## src/rtl/chess_clock_core_if.sv

```systemverilog
// Turn-clock bus: player buttons and control pulses in,
// turn/flag markers, readout and buzzer out.
interface chess_clock_core_if #(
    parameter int N_PLAYERS = 2,
    parameter int TIME_W    = 9,
    parameter int SEL_W     = 1
);
    logic [N_PLAYERS-1:0] btn;
    logic                 start;
    logic                 pause;
    logic [SEL_W-1:0]     rd_sel;
    logic [N_PLAYERS-1:0] active;
    logic [TIME_W-1:0]    rd_time;
    logic                 running;
    logic                 warn;
    logic [N_PLAYERS-1:0] flagged;
    logic                 buzz_en;

    modport master (
        output btn, start, pause, rd_sel,
        input  active, rd_time, running,
        input  warn, flagged, buzz_en
    );

    modport slave (
        input  btn, start, pause, rd_sel,
        output active, rd_time, running,
        output warn, flagged, buzz_en
    );
endinterface

```

## src/rtl/chess_clock_core.sv

```systemverilog
// N-player chess clock: per-player countdown, Fischer increment,
// low-time warning, flag detection and a bounded buzzer window.
module chess_clock_core #(
    parameter int N_PLAYERS = 2,
    parameter int TIME_W    = 9,
    parameter int INIT_TIME = 300,
    parameter int INCREMENT = 0,
    parameter int TICK_DIV  = 10,
    parameter int WARN_TIME = 30,
    parameter int BUZZ_LEN  = 20,
    parameter int SEL_W     =
        (N_PLAYERS > 2) ? $clog2(N_PLAYERS) : 1
) (
    input logic clk,
    input logic rst,
    chess_clock_core_if.slave bus
);
    typedef enum logic [1:0] {
        IDLE, RUN, PAUSE, OVER
    } state_t;

    localparam int IW = $clog2(N_PLAYERS);
    localparam int PW = $clog2(TICK_DIV);
    localparam int BW = $clog2(BUZZ_LEN + 1);
    localparam logic [TIME_W-1:0] T_INIT =
        TIME_W'(INIT_TIME);
    localparam logic [TIME_W-1:0] T_MAX = '1;

    state_t               state;
    logic [TIME_W-1:0]    tm [N_PLAYERS];
    logic [IW-1:0]        idx;
    logic [PW-1:0]        presc;
    logic [BW-1:0]        bcnt;
    logic [N_PLAYERS-1:0] flg;
    logic [N_PLAYERS-1:0] btn_q;
    logic [TIME_W-1:0]    rd_q;

    logic                 wrap;
    logic                 hit;
    logic                 flag;
    logic                 init;
    logic [N_PLAYERS-1:0] rise;
    logic [TIME_W-1:0]    t_act;
    logic [TIME_W-1:0]    t_dec;
    logic [TIME_W-1:0]    t_inc;
    logic [31:0]          sum;
    logic [IW-1:0]        nxt_idx;
    logic [TIME_W-1:0]    rd_nxt;

    always_comb begin
        wrap    = presc == PW'(TICK_DIV - 1);
        rise    = bus.btn & ~btn_q;
        hit     = rise[idx];
        t_act   = tm[idx];
        flag    = wrap && (t_act == TIME_W'(1));
        t_dec   = t_act - TIME_W'(wrap);
        sum     = 32'(t_dec) + 32'(INCREMENT);
        t_inc   = (sum > 32'(T_MAX)) ? T_MAX
                                     : sum[TIME_W-1:0];
        nxt_idx = (idx == IW'(N_PLAYERS - 1))
                  ? '0 : idx + IW'(1);
        init    = rst || (state == OVER && bus.start);
    end

    // Out-of-range selects read back as zero.
    always_comb begin
        rd_nxt = '0;
        for (int i = 0; i < N_PLAYERS; i++)
            if (bus.rd_sel == SEL_W'(i))
                rd_nxt = tm[i];
    end

    always_ff @(posedge clk) begin
        if (rst) begin
            btn_q <= '0;
            rd_q  <= '0;
        end else begin
            btn_q <= bus.btn;
            rd_q  <= rd_nxt;
        end

        if (init) begin
            state <= IDLE;
            for (int i = 0; i < N_PLAYERS; i++)
                tm[i] <= T_INIT;
            idx   <= '0;
            presc <= '0;
            bcnt  <= '0;
            flg   <= '0;
        end else begin
            unique case (state)
                IDLE: begin
                    if (bus.start) begin
                        state <= RUN;
                        presc <= '0;
                    end
                end
                RUN: begin
                    // Flag wins over a press; a press wins over pause.
                    if (flag) begin
                        tm[idx] <= '0;
                        flg     <= N_PLAYERS'(1) << idx;
                        bcnt    <= BW'(BUZZ_LEN);
                        presc   <= '0;
                        state   <= OVER;
                    end else if (hit) begin
                        tm[idx] <= t_inc;
                        idx     <= nxt_idx;
                        presc   <= '0;
                    end else if (bus.pause) begin
                        state <= PAUSE;
                    end else begin
                        presc <= wrap ? '0 : presc + PW'(1);
                        if (wrap)
                            tm[idx] <= t_dec;
                    end
                end
                PAUSE: begin
                    if (bus.pause)
                        state <= RUN;
                end
                OVER: begin
                    presc <= wrap ? '0 : presc + PW'(1);
                    if (wrap && bcnt != '0)
                        bcnt <= bcnt - BW'(1);
                end
            endcase
        end
    end

    assign bus.active  = N_PLAYERS'(1) << idx;
    assign bus.rd_time = rd_q;
    assign bus.running = state == RUN;
    assign bus.warn    = (state == RUN) &&
                         (32'(t_act) <= 32'(WARN_TIME));
    assign bus.flagged = flg;
    assign bus.buzz_en = bcnt != '0;
endmodule

```

## src/flat_wrapper.sv

```systemverilog
// flat-port wrapper written by rule: the top's interface ports become plain ports
module chess_clock_core_flat 
#(
    parameter int N_PLAYERS = 2,
    parameter int TIME_W    = 9,
    parameter int INIT_TIME = 300,
    parameter int INCREMENT = 0,
    parameter int TICK_DIV  = 10,
    parameter int WARN_TIME = 30,
    parameter int BUZZ_LEN  = 20,
    parameter int SEL_W     =
        (N_PLAYERS > 2) ? $clog2(N_PLAYERS) : 1
)
  (clk, rst, bus_btn, bus_start, bus_pause, bus_rd_sel, bus_active, bus_rd_time, bus_running, bus_warn, bus_flagged, bus_buzz_en);
  chess_clock_core_if #(.N_PLAYERS(N_PLAYERS), .TIME_W(TIME_W), .SEL_W(SEL_W)) bus_i ();
  input logic clk;
  input logic rst;
  input wire logic [$bits(bus_i.btn)-1:0] bus_btn;
  input wire logic [$bits(bus_i.start)-1:0] bus_start;
  input wire logic [$bits(bus_i.pause)-1:0] bus_pause;
  input wire logic [$bits(bus_i.rd_sel)-1:0] bus_rd_sel;
  output wire logic [$bits(bus_i.active)-1:0] bus_active;
  output wire logic [$bits(bus_i.rd_time)-1:0] bus_rd_time;
  output wire logic [$bits(bus_i.running)-1:0] bus_running;
  output wire logic [$bits(bus_i.warn)-1:0] bus_warn;
  output wire logic [$bits(bus_i.flagged)-1:0] bus_flagged;
  output wire logic [$bits(bus_i.buzz_en)-1:0] bus_buzz_en;
  assign bus_i.btn = bus_btn;
  assign bus_i.start = bus_start;
  assign bus_i.pause = bus_pause;
  assign bus_i.rd_sel = bus_rd_sel;
  assign bus_active = bus_i.active;
  assign bus_rd_time = bus_i.rd_time;
  assign bus_running = bus_i.running;
  assign bus_warn = bus_i.warn;
  assign bus_flagged = bus_i.flagged;
  assign bus_buzz_en = bus_i.buzz_en;
  chess_clock_core #(.N_PLAYERS(N_PLAYERS), .TIME_W(TIME_W), .INIT_TIME(INIT_TIME), .INCREMENT(INCREMENT), .TICK_DIV(TICK_DIV), .WARN_TIME(WARN_TIME), .BUZZ_LEN(BUZZ_LEN), .SEL_W(SEL_W)) u_core (.clk(clk), .rst(rst), .bus(bus_i));
endmodule
```

## config.mk

```make
export PLATFORM = sky130hd
export DESIGN_NAME = chess_clock_core_flat
export DESIGN_NICKNAME = d
export VERILOG_FILES = /design/src/rtl/chess_clock_core_if.sv /design/src/rtl/chess_clock_core.sv /design/src/flat_wrapper.sv
export SDC_FILE = /design/constraint.sdc
export NUM_CORES = 1
export LEC_CHECK = 0
export BUFFER_PORTS_ARGS = -buffer_cell sky130_fd_sc_hd__buf_2
export CAP_MARGIN = 25
export CELL_PAD_IN_SITES_DETAIL_PLACEMENT = 1
export CELL_PAD_IN_SITES_GLOBAL_PLACEMENT = 2
export CORE_ASPECT_RATIO = 0.9
export CORE_MARGIN = 8
export CORE_UTILIZATION = 40
export CTS_BUF_LIST = sky130_fd_sc_hd__clkbuf_4 sky130_fd_sc_hd__clkbuf_8 sky130_fd_sc_hd__clkbuf_16
export CTS_CLUSTER_DIAMETER = 80
export DETAILED_ROUTE_END_ITERATION = 10
export PLACE_DENSITY_LB_ADDON = 0.1
export SYNTH_ARGS = -nofsm -noshare
export SYNTH_HDL_FRONTEND = slang
export SYNTH_SLANG_ARGS = --single-unit
```

## constraint.sdc

```tcl
create_clock -name clk -period 6.39 [get_ports clk]
set_input_delay 0.3195 -clock clk [delete_from_list [all_inputs] [get_ports clk]]
set_output_delay 0.3195 -clock clk [all_outputs]
set_load 0.01 [all_outputs]
```

Yosys cells after proc, flatten, opt, wreduce, memory -nomap -nowiden:

Memory sizes are Yosys's and may differ from the RTL's. A register that Yosys moved wholly into a read port is not among the register bits.
Cells that the tools add are included.

* input bits: 7
* memories: 1
* word-level logic and storage cells: 94
* output and inout bits: 16
* flip-flop bits (word level): 25
* bits in writable memories: 18

* equal/unequal tests: 12
* order comparisons: 3
* shift-type cells: 1
* add/sub/neg operators: 4
* reduce and logical (&&, ||, !) cells: 16
* bitwise operators: 5
* muxes and demuxes: 45

Memories
* u_core.tm: depth 2, bits a word 9, rd ports 3, clocked after memory_dff 1, write ports 2, RTL line chess_clock_core.sv:30 `logic [TIME_W-1:0] tm [N_PLAYERS];`

Operator list (count)
* 2-to-1 mux 9 bit: 5
* 2-to-1 mux 1 bit: 25
* 2-to-1 mux 4 bit: 5
* one-hot mux 4 bit (3 select lines): 1
* 2-to-1 mux 2 bit: 5
* 2-to-1 mux 5 bit: 2
* one-hot mux 5 bit (2 select lines): 1
* equality test 9 x 1 -> 1 bit, second input constant: 1
* > comparator 9 bit, second input constant: 1
* <= comparator 9 x 5 -> 1 bit, second input constant: 1
* AND reduction 3 bit: 3
* OR reduction 9 bit: 1
* subtractor 9 x 1 -> 9 bit: 1
* != test 2 bit, second input constant: 3
* one-hot mux 2 bit (3 select lines): 1
* nonzero test 3 bit: 2
* AND reduction 5 bit: 1
* nonzero test 5 bit: 1
* subtractor 5 x 1 -> 5 bit, second input constant: 1
* adder 4 x 1 -> 4 bit, second input constant: 1
* equality test 2 bit, second input constant: 2
* equality test 4 bit, second input constant: 1
* logical AND 1 bit: 4
* != test 4 x 2 -> 1 bit, second input constant: 1
* other kinds (15): 16

Longest topological paths before layout:

* depth in word-level cells: 13
* mapped depth: 10
* mapped depth without buffers: 10

Worst setup path after synthesis:

Ideal clock, no wire load.

* path kind: register to register
* from: reg with a tool-made name
* to: mem u_core.tm[1][0] (enable)
* clock period less this slack: 2349 ps
* arrival: 2014 ps
* path slack: 4041 ps
* library setup time: 335 ps
* buffers on the path: 2
* data required time: 6055 ps
* stages on the path, launching flop included: 8
* cells stage by stage: dfxtp_1 buf_6 or3b_1 a21o_1 or3_1 buf_6 a211oi_4 or2_1

RTL lines (RTL line)
* end: declaration: chess_clock_core.sv:30

==> results.cfg <==
[clock_network]
cts_hold_buffers = 0
tritoncts = done
clock_sink_count = 44
clock_tree_buf_depth = 2
path_clk_slew_ns = 0.08
worst_skew_pair.late_latency_ns = 0.30
post-cts-setup-buffer-count = 0
clock_tree.root_cell = sky130_fd_sc_hd__clkbuf_8
post_cts.resized_instances = 0
cts_inserted_buffers = 5
htree_num_levels = 2

[global_routing]
grt.overflow.total = 0
grt_start_max_net_pins = 20
vias_in_the_first_global_route = 1754
grtUsageTotal_pct = 14.4
grt_antenna_before_repair = 0
grt_first_pass_wirelength_mm = 9.32

[cells_and_area]
layout_commonest_cell = sky130_fd_sc_hd__nor2_1
commonest_cells_after_routing_fill_and_taps_aside = sky130_fd_sc_hd__nor2_1 (30), sky130_fd_sc_hd__dfxtp_1 (26), sky130_fd_sc_hd__buf_2 (22), sky130_fd_sc_hd__mux2i_1 (20), sky130_fd_sc_hd__edfxtp_1 (18)
finish.instance_area_um2 = 2540
final_layout_size_suffix_gt1_share_pct = 15.1
final_net_count = 263
area_growth_pct = 10.6
finished_layout_cells = 321
insertedDiodeCount = 0

[yosys]
syn-cell-area_um2 = 2300
yosys.area.top_type = sky130_fd_sc_hd__edfxtp_1
synth_seq_area_share_pct = 46.2
ys_top_cells_by_area = sky130_fd_sc_hd__edfxtp_1 (24%), sky130_fd_sc_hd__dfxtp_1 (23%), sky130_fd_sc_hd__mux2i_1 (8.7%)
synth_warnings = 0
netlist.area_leader.share_pct = 23.5
syn-instance-count = 232
postSynthRegisterBits = 44
postSynthAreaPerCell_um2 = 9.90
synth_cell_type_count = 48
synth_nets = 245

[place]
routability_congestion = 0.807
pre_cts_ws_ns = 3.35
portBuffers = 22
dpl.cell_count = 313
place_area_um2 = 2430
detailed_place_hpwl_mm = 4.46

[drt]
vias_per_cell = 5.50
route.antenna.remaining_nets = 0
wire_length_after_detailed_routing_mm = 5.75
route.vias.total = 1766
firstDrtPassIters = 4
met1_length_mm = 3.09
routed-wl-met3_um = 361
dr.max_layer_used = met4
route.detailed.drc = 0
drt_iter0_drc = 100
met2RoutedLength_mm = 2.27
detail_route.wl_per_cell_um = 17.9

[timing]
setup_repair_after_global_routing_missed_its_margin = false
max_clock_freq_mhz = 322
final_hold_viol_count = 0
minimum_clock_period_after_layout_ns = 3.11
post-route-period-util_pct = 48.6
hold-worst-slack_ns = 0.272
slew_violations = 0
total_negative_setup_slack_ns = 0
worst_slew_pin_slew_ns = 0.788
final_setup_violation_count = 0
relSlewSlack_pct = 47.4
fin_worst_skew_ns = 0.00706
final_critical_path_setup_slack_ns = 3.28

[floorplan]
y_dimension_of_the_die_um = 87.9
dieArea_um2 = 8430
start_util_pct = 40.8
rows = 26
floorplan.core_area_um2 = 5630
top_level_ports = 23
die-width_um = 95.9

[setup_path]
top_family_by_delay_on_critical_path = simple AND/OR/NAND/NOR gates
worst_setup_path_end_kind = flop
path_cells = nor3b_2 -> o22ai_1 -> or3_1 -> a211oi_4 -> or2_1
critical-path-max-stage-delay_ns = 0.84
critical_path_arrival_ns = 3.06
worst-setup-path-type = flop to flop
required_ns = 6.35
timing.critical_path.fanout_max = 19
worst_path_max_delay_cell = sky130_fd_sc_hd__dfxtp_1
worstSetupStartpointType = flop
critical_path.n_buffers_inverters = 0

[pwr]
p_per_area_nw_per_um2 = 231
vdd_drop_max_mv = 0.128
leakagePower_uw = 0.000953

[outcome]
outcome = finished clean

[worst_hold_path]
hold_class = primary input to flop

[run]
maxCapViolations = 0
-- worst paths after layout --
| kind | startpoint | to | slack [ns] | cells past startpoint |
|---|---|---|---|---|
| worst min-delay path | bus_btn[1] | u_core.btn_q[1] | 0.27 | 2 |
| worst max register to register | flop | u_core.tm[1][8] | 3.28 | 5 |
| worst max-delay path | flop | u_core.tm[1][8] | 3.28 | 5 |
| worst min register to register | u_core.presc[3] | u_core.presc[3] | 0.49 | 1 |
-- sequential cells by signal (all words and copies together) (netlist names), named ones only --
register,count
u_core.presc,4
u_core.bcnt,5
u_core.idx,1
u_core.btn_q,2
u_core.state,2
u_core.bus.rd_time,9
u_core.bus.flagged,2
u_core.tm,18
-- worst reg2reg max path, delay by kind of cell, from the launching register on --
family | cells | cell delay [ns]
flip-flops | 1 | 0.84
AO/OA/AOI/OAI | 2 | 0.58
AND/OR/NAND/NOR | 3 | 1.35
-- cells in the mapped netlist (all sizes together) --
cell / n
nor3b: 5
or3b: 2
or2: 4
inv: 14
edfxtp: 18
dfxtp: 26
and3b: 1
mux2i: 20
nand2: 8
o211ai: 3
o31ai: 1
a21oi: 7
nor3: 7
a21o: 1
nor2: 30
and3: 2
or3: 4
nor2b: 2
nand4b: 1
or4: 2
ha: 6
xor2: 3
a31o: 1
o211a: 1
buf: 6
o22ai: 1
nand3: 7
nand3b: 3
nand2b: 5
clkbuf: 5
o2111ai: 2
a31oi: 5
o21ai: 8
a311oi: 2
nor4b: 1
a211oi: 4
a221oi: 2
nor4: 5
xnor2: 7
-- cell families after synthesis --
group	count (synthesis)	synth area share, %
and+or+nand+nor	89	20.9
DFF	44	46.2
AOI/OAI and AO/OA	38	12.0
buffers and inverters	25	5.12
muxes	20	8.71
xor gates and xnor gates	10	3.81
adders and majority gates	6	3.27
-- power breakdown --
group / switching, uW / internal [uW] / leakage, uW
sequential: 11.8 / 303 / 0.000374
clock: 92.1 / 120 / 0.0000586
combinational: 37.8 / 22.8 / 0.000521
-- through the flow --
step	power, uW	utilization, %
detailed placement	382	43.2
CTS	595	45.2
finish	587	45.2
floorplan	361	-
global route	615	45.2
global placement	381	43.2
-- area by class of cell --
cell class / instances / area [um2]
flip-flops and latches: 44 / 1060
clock buffers: 6 / 76.3
repair buffers: 22 / 110
clock inverters: 2 / 35.0
fillers: 655 / 3090
multi-input cells: 163 / 1120
inverters: 14 / 52.6
well taps: 70 / 87.6
-- metal layers --
| metal | global-route usage [%] | up-vias |
|---|---|---|
| met5 | 0 | - |
| li1 | - | 866 |
| met2 | 20.0 | 42 |
| met3 | 3.17 | 2 |
| met1 | 21.6 | 856 |
| met4 | 3.77 | 0 |
Note: power is estimated with default switching activity, not from simulation.
